### config.mk
export PLATFORM = sky130hd
export DESIGN_NAME = param_seq_divider
export DESIGN_NICKNAME = d
export VERILOG_FILES = /design/src/rtl/param_seq_divider.sv
export SDC_FILE = /design/constraint.sdc
export NUM_CORES = 1
export LEC_CHECK = 0
export ABC_AREA = 0
export BUFFER_PORTS_ARGS = -buffer_cell sky130_fd_sc_hd__buf_2
export CAP_MARGIN = 40
export CORE_ASPECT_RATIO = 1.1
export CORE_MARGIN = 3
export CORE_UTILIZATION = 51
export DETAILED_ROUTE_END_ITERATION = 7
export PLACE_DENSITY_LB_ADDON = 0.3
export SYNTH_ARGS = -nofsm -noshare
export SYNTH_HDL_FRONTEND = slang
export SYNTH_SLANG_ARGS = --single-unit
export TNS_END_PERCENT = 5
### constraint.sdc
create_clock -name clk -period 3.9 [get_ports clk]
set_clock_uncertainty 0.2 [all_clocks]
set_input_delay 0.195 -clock clk [delete_from_list [all_inputs] [get_ports clk]]
set_output_delay 0.195 -clock clk [all_outputs]
set_load 0.005 [all_outputs]
### src/rtl/param_seq_divider.sv
// Multi-cycle restoring divider (DIV/REM unit): one quotient bit per clock,
// optional two's-complement mode, divide-by-zero reported with the results.
module param_seq_divider #(
    parameter int WIDTH     = 32,
    parameter bit SIGNED_EN = 1'b1
) (
    input  logic             clk,
    input  logic             rst_n,
    input  logic             run,
    input  logic             signed_mode,
    input  logic [WIDTH-1:0] dividend,
    input  logic [WIDTH-1:0] divisor,
    output logic [WIDTH-1:0] quotient,
    output logic [WIDTH-1:0] remainder,
    output logic             busy,
    output logic             rdy,
    output logic             div_by_zero
);

    localparam int CW = $clog2(WIDTH);

    typedef enum logic [1:0] {
        IDLE,
        CALC,
        FIX
    } state_t;

    state_t           state_q,     state_d;
    logic [CW-1:0]    count_q,     count_d;
    logic [WIDTH-1:0] rem_q,       rem_d;
    logic [WIDTH-1:0] quo_q,       quo_d;
    logic [WIDTH-1:0] dvs_q,       dvs_d;
    logic [WIDTH-1:0] raw_dvd_q,   raw_dvd_d;
    logic             neg_quo_q,   neg_quo_d;
    logic             neg_rem_q,   neg_rem_d;
    logic             dz_q,        dz_d;
    logic [WIDTH-1:0] quotient_q,  quotient_d;
    logic [WIDTH-1:0] remainder_q, remainder_d;
    logic             rdy_q,       rdy_d;
    logic             dz_out_q,    dz_out_d;

    logic             sm;
    logic [WIDTH-1:0] abs_dvd;
    logic [WIDTH-1:0] abs_dvs;
    logic [WIDTH-1:0] shifted_lo;
    logic             ge;

    assign sm      = signed_mode & SIGNED_EN;
    assign abs_dvd = (sm && dividend[WIDTH-1]) ? -dividend : dividend;
    assign abs_dvs = (sm && divisor[WIDTH-1])  ? -divisor  : divisor;

    // The WIDTH+1-bit shifted remainder is {rem_q[MSB], shifted_lo}; when that
    // carry bit is set the value already exceeds any divisor, and the low
    // WIDTH bits of the difference are exact because the result fits.
    assign shifted_lo = {rem_q[WIDTH-2:0], quo_q[WIDTH-1]};
    assign ge         = rem_q[WIDTH-1] | (shifted_lo >= dvs_q);

    always_comb begin
        // NOTE: every next-state signal gets its hold value first so no path leaves it unassigned (no latches).
        state_d     = state_q;
        count_d     = count_q;
        rem_d       = rem_q;
        quo_d       = quo_q;
        dvs_d       = dvs_q;
        raw_dvd_d   = raw_dvd_q;
        neg_quo_d   = neg_quo_q;
        neg_rem_d   = neg_rem_q;
        dz_d        = dz_q;
        quotient_d  = quotient_q;
        remainder_d = remainder_q;
        rdy_d       = 1'b0;
        dz_out_d    = dz_out_q;

        case (state_q)
            IDLE: begin
                if (run) begin
                    raw_dvd_d = dividend;
                    neg_quo_d = sm & (dividend[WIDTH-1] ^ divisor[WIDTH-1]);
                    neg_rem_d = sm & dividend[WIDTH-1];
                    quo_d     = abs_dvd;
                    dvs_d     = abs_dvs;
                    rem_d     = '0;
                    count_d   = '0;
                    dz_d      = (divisor == '0);
                    state_d   = (divisor == '0) ? FIX : CALC;
                end
            end
            CALC: begin
                rem_d   = ge ? (shifted_lo - dvs_q) : shifted_lo;
                quo_d   = {quo_q[WIDTH-2:0], ge};
                count_d = count_q + CW'(1);
                if (count_q == CW'(WIDTH - 1)) begin
                    state_d = FIX;
                end
            end
            FIX: begin
                if (dz_q) begin
                    quotient_d  = '1;
                    remainder_d = raw_dvd_q;
                end else begin
                    quotient_d  = neg_quo_q ? -quo_q : quo_q;
                    remainder_d = neg_rem_q ? -rem_q : rem_q;
                end
                dz_out_d = dz_q;
                rdy_d    = 1'b1;
                state_d  = IDLE;
            end
            default: state_d = IDLE;
        endcase
    end

    always_ff @(posedge clk or negedge rst_n) begin
        if (!rst_n) begin
            state_q     <= IDLE;
            count_q     <= '0;
            rem_q       <= '0;
            quo_q       <= '0;
            dvs_q       <= '0;
            raw_dvd_q   <= '0;
            neg_quo_q   <= 1'b0;
            neg_rem_q   <= 1'b0;
            dz_q        <= 1'b0;
            quotient_q  <= '0;
            remainder_q <= '0;
            rdy_q       <= 1'b0;
            dz_out_q    <= 1'b0;
        end else begin
            // NOTE: non-blocking updates so every register samples pre-edge values.
            state_q     <= state_d;
            count_q     <= count_d;
            rem_q       <= rem_d;
            quo_q       <= quo_d;
            dvs_q       <= dvs_d;
            raw_dvd_q   <= raw_dvd_d;
            neg_quo_q   <= neg_quo_d;
            neg_rem_q   <= neg_rem_d;
            dz_q        <= dz_d;
            quotient_q  <= quotient_d;
            remainder_q <= remainder_d;
            rdy_q       <= rdy_d;
            dz_out_q    <= dz_out_d;
        end
    end

    assign quotient    = quotient_q;
    assign remainder   = remainder_q;
    assign busy        = (state_q != IDLE);
    assign rdy         = rdy_q;
    assign div_by_zero = dz_out_q;

endmodule

# After elaboration in Yosys (flattened, before gate mapping)
# Index checks and enable logic that the tools add are counted.
dict set report classes {
  n_bitwise 4
  eq_ne 5
  order_cmp 1
  n_mux 18
  n_addsub 6
  n_reduce_logical 9
}
# op n
set ops {}
lappend ops {{$mux W32} 9}
lappend ops {{$neg A32 Y32} 4}
lappend ops {{$pmux W32 S2} 2}
lappend ops {{$ge A32 B32 Y1} 1}
lappend ops {{$logic_not A32 Y1} 1}
lappend ops {{$sub A32 B32 Y32} 1}
lappend ops {{$pmux W5 S2} 1}
lappend ops {{$mux W2} 3}
lappend ops {{$reduce_and A2 Y1} 3}
lappend ops {{$add A5 B1 Y5 const B} 1}
lappend ops {{$eq A5 B5 Y1 const B} 1}
lappend ops {{$mux W5} 1}
lappend ops {{$ne A2 B2 Y1 const B} 2}
lappend ops {{$pmux W2 S2} 1}
lappend ops {{$reduce_bool A2 Y1} 2}
lappend ops {{$and A1 B1 Y1} 2}
lappend ops {{$eq A2 B1 Y1 const B} 1}
lappend ops {{$eq A2 B2 Y1 const B} 1}
lappend ops {{$logic_and A1 B1 Y1} 2}
lappend ops {{$logic_not A2 Y1} 1}
lappend ops {{$mux W1} 1}
lappend ops {{$or A1 B1 Y1} 1}
lappend ops {{$xor A1 B1 Y1} 1}
dict set report totals {
  wordCells 56
  reg_bits 204
  output_inout_bits 67
  inputBits 68
}

# Longest topological paths before layout
dict set report logic_depth {
  word_depth 4
  ltp_mapped 13
  ltp_nobuf 11
}

# Worst setup path before layout
# Ideal clock, no wire load.
dict set report synth_timing {
  kind {register -> register}
  startpoint {reg quo_q[31]}
  endpoint {reg rem_q[20]}
  path_buffers 2
  setup_ns 0.133
  path_slack_ns 0.828
  t_arrival_ns 2.738
  path_stages_with_launch 14
  period_less_slack_ns 3.072
  t_required_ns 3.567
  path_cell_list {dfrtp_1 inv_1 ha_1 fa_1 nand2b_1 a21oi_1 o21ai_0 a31o_2 a21o_1 a21oi_1 buf_2 buf_2 mux2i_1 o21ai_0}
}
dict set report synth_between {
  elab_chain_cells 4
  elab_cells_between_ends 5
  cone_classes {1 x add/sub; 1 x order compare; 2 x mux; 1 x bitwise}
}
# element line_no
set synth_rtl {}
lappend synth_rtl {{start: declaration} 31} ;# logic [WIDTH-1:0] quo_q, quo_d;
lappend synth_rtl {{start signal: assignment} 132} ;# quo_q <= quo_d;
lappend synth_rtl {{$ge A32 B32 Y1} 56} ;# assign ge = rem_q[WIDTH-1] | (shifted_lo >= dvs_q);
lappend synth_rtl {{$or A1 B1 Y1} 56}
lappend synth_rtl {{$mux W32 *} 89} ;# rem_d = ge ? (shifted_lo - dvs_q) : shifted_lo;
lappend synth_rtl {{$pmux W32 S2 *} 74} ;# case (state_q)
lappend synth_rtl {{end signal: assignment} 131} ;# rem_q <= rem_d;
lappend synth_rtl {{end: declaration} 30} ;# logic [WIDTH-1:0] rem_q, rem_d;
# Mark *: on every way between the ends. The rest lies on a longest branch, timed or not.
# A chain may end at the register's enable or synchronous reset.

# Worst setup path in the final report
dict set report layout_timing {
  startpoint {in divisor[2]}
  endpoint {reg state_q[1]}
}
dict set report layout_between {
  elab_chain_cells 4
}
# element line_no
set layout_rtl {}
lappend layout_rtl {{start: declaration} 12} ;# input logic [WIDTH-1:0] divisor,
lappend layout_rtl {{$logic_not A32 Y1} 85} ;# state_d = (divisor == '0) ? FIX : CALC;
lappend layout_rtl {{$mux W2} 85}
lappend layout_rtl {{$mux W2} 76} ;# if (run) begin
lappend layout_rtl {{$pmux W2 S2} 74}
lappend layout_rtl {{end signal: assignment} 129} ;# state_q <= state_d;
lappend layout_rtl {{end: declaration} 28} ;# state_t state_q, state_d;
# Every way passes these cells. The select of a mux whose other input is x is not followed.

==> results.ini <==
[route]
wl_met1_mm=14.75
vias=11450
drc=0
routed_via_density=5.712
firstDrtPassIters=5
wl_met3_mm=1.673
wl_mm=32.78
ant_nets=0
wl_met2_mm=15.51
drt_iter0_markers=892
top_layer_used=met4
wire_per_inst_um=16.36

[critical_path]
r2r_setup_slack_ns=0.48
endpoint_kind=flop
ff2ff_path_depth=12
r2r_start=quo_q[31]
path_max_fanout=5
worstPathArrival_ns=3.66
path_common_cell=dlygate4sd3_1
worstPathRequired_ns=4.13
crit_type=in2reg
critPathLaunchType=input pin
cp_cell_sequence=dlygate4sd3_1, buf_2, nor4_1, and2_1, and3_1, nand2_1, nor3b_2, nor4b_1, buf_4, nand3b_1, dlygate4sd3_1, a21oi_1
max_stage_delay_ns=0.56
r2r-end=rem_q[1]
slowest_stage=dlygate4sd3_1

[pwr]
power.total_mw=13.37
power_frac_comb_pct=53.9
p_int_mw=7.537
p_leak_nw=6.974
pwr_density_cell_mw_per_mm2=880.8
irDropWorstVdd_mv=0.5969
power_frac_seq_pct=29.2
p_clk_share_pct=16.9
power.switching_mw=5.835
p_sw_share_pct=43.64

[synthesis]
syn-num-nets=1616
ys_top_cells_by_area=dfrtp_1 (40%), nand2_1 (7.3%), o21ai_0 (7.1%), xor2_1 (6.0%), a21oi_1 (4.5%)
synth.top_cell.area_share_pct=40.32
synth_commonest_cells=nand2_1 (246), dfrtp_1 (204), o21ai_0 (179)
synth.most_common_cell=nand2_1
synth_flop_cell=dfrtp_1
syn_inst=1509
yosysSeqAreaShare_pct=40.32
synth_cell_types=66
yosys.area.top_type=dfrtp_1
avgSynthCellArea_um2=8.390
yosys_warnings=0
synth-seq-cells=204
async_flop_share_pct=100.0
netlist_area_mm2=0.01266
synth-edff-count=0

[placed_design]
port_buffers=134
hpwlAfterDp_mm=23.00
dpl_worst_slack_ns=0.6046
gp_congestion=0.9073
dp.cells=1884

[grt]
globalRouteOverflowTotal=0
antenna_found_initial=0
grt_max_degree=99
grt_pass1_wl_mm=53.81
grt_usage_pct=24.01
grt_pass1_vias=10940

[job]
drv_cap=0

[floorplan]
start_util_pct=52.61
rows=59
ioPinCount=135
coreArea_mm2=0.02407
die_h_um=171.3
die_w_um=156.2
die_area_mm2=0.02675

[timing]
finalHoldViolCount=0
slew_headroom_pct=39.18
fin_ws_ns=0.4711
slew_viol_final=0
max_freq_mhz=291.6
finalSetupViolations=0
rsz0062_at_grt=no
fin_crit_ns=3.429
final.setup.tns_ns=0
tightest_slew_ns=0.9123
period_share_pct=87.92

[clock_tree]
ctsHtreeMaxLevel=1
clock_latency_ns=0.50
cts_buffers=23
clock_sinks=204
cts_root_buffer=clkbuf_16
cts_buffer_depth=3
cts_tree=yes
clk_pin_slew_ns=0.06

[finish]
multi_input_area_mm2=0.007099
n_antenna_cell=0
layout-drive-gt1-share_pct=12.48
final.fill_count=2047
fin_util_pct=63.09
seq_area_mm2=0.005106
fin_nets=1790
area_delta_synth_final_pct=19.91
layout.cells.non_filler=2004

[hold_path]
hold_class=in2async

[outcome]
outcome=completed

stage by stage:
step	area, µm²	hold slack, ns
floorplan	12660	-0.3006
global route	15180	0.1536
CTS	15180	0.1133
finish	15180	0.1002
global placement	13600	0.07158
detailed placement	13600	0.06801
repair_timing:
action	CTS	global route
hold buffers	79	0
setup endpoints to repair	0	1
gates resized for setup	0	1
buffers inserted	0	0
endpoints found under the hold margin	178	0
per-layer routing:
metal	global-route usage, %	up-vias
met5	0	-
met4	7.042	0
met3	3.347	61
met2	40.55	310
met1	32.46	5441
li1	-	5634
worst max-delay path, delay by kind of cell:
family | cells | cell delay, ns
simple gates | 7 | 1.86
buf+inv | 4 | 1.47
compound gates | 1 | 0.13
power by group through the flow:
stage               clock, mW  sequential (mW)  combinational [mW]
floorplan                   0             3.57                5.61
global placement            0             3.86                6.90
detailed placement          0             3.90                7.07
CTS                      2.31             3.88                7.18
global route             2.39             4.03                8.13
finish                   2.27             3.90                7.20
cell families after synthesis:
| group | Yosys count | share of synthesized area [%] |
|---|---|---|
| xor gates and xnor gates | 144 | 9.961 |
| AOI/OAI and AO/OA | 420 | 19.57 |
| buffers and inverters | 130 | 3.913 |
| DFF | 204 | 40.32 |
| adders and majority gates | 39 | 3.913 |
| muxes | 36 | 2.915 |
| and+or+nand+nor | 536 | 19.41 |
sequential cells by signal, summed over array words and instances (netlist names), 2 cells and up:
register	cells
state_q	2
count_q	5
remainder	32
quotient	32
dvs_q	32
raw_dvd_q	32
quo_q	32
rem_q	32
layout by cell type, fill, tap and decap left out, drive strengths merged, types with 18 or more instances in the layout:
cell type	instances
and3	18
nor3	21
a22oi	30
mux2i	32
nor2	104
inv	49
nand2	246
buf	150
ha	38
a21oi	115
o31ai	27
o21ai	180
nand3	44
xor2	87
clkbuf	33
xnor2	57
dfrtp	204
dlygate4sd3	79
how the worst max path moves through the flow:
| stage | startpoint | to | slack (ns) |
|---|---|---|---|
| finish | divisor[2] | state_q[1] | 0.47 |
| global route | divisor[2] | state_q[1] | 0.18 |
| floorplan | quo_q[31] | rem_q[20] | 0.83 |
| global placement | quo_q[31] | rem_q[0] | 0.69 |
| detailed placement | quo_q[31] | rem_q[1] | 0.60 |
| CTS | divisor[2] | state_q[1] | 0.36 |
final cells by class:
class | instances | share of cell area, %
Clock inverter | 9 | 0.9807
Clock buffer | 32 | 4.211
Inverter | 49 | 1.211
Sequential cell | 204 | 33.63
Tap cell | 305 | 2.514
Timing Repair Buffer | 230 | 10.69
Multi-Input combinational cell | 1175 | 46.76
(Power assumes the default switching activity.)
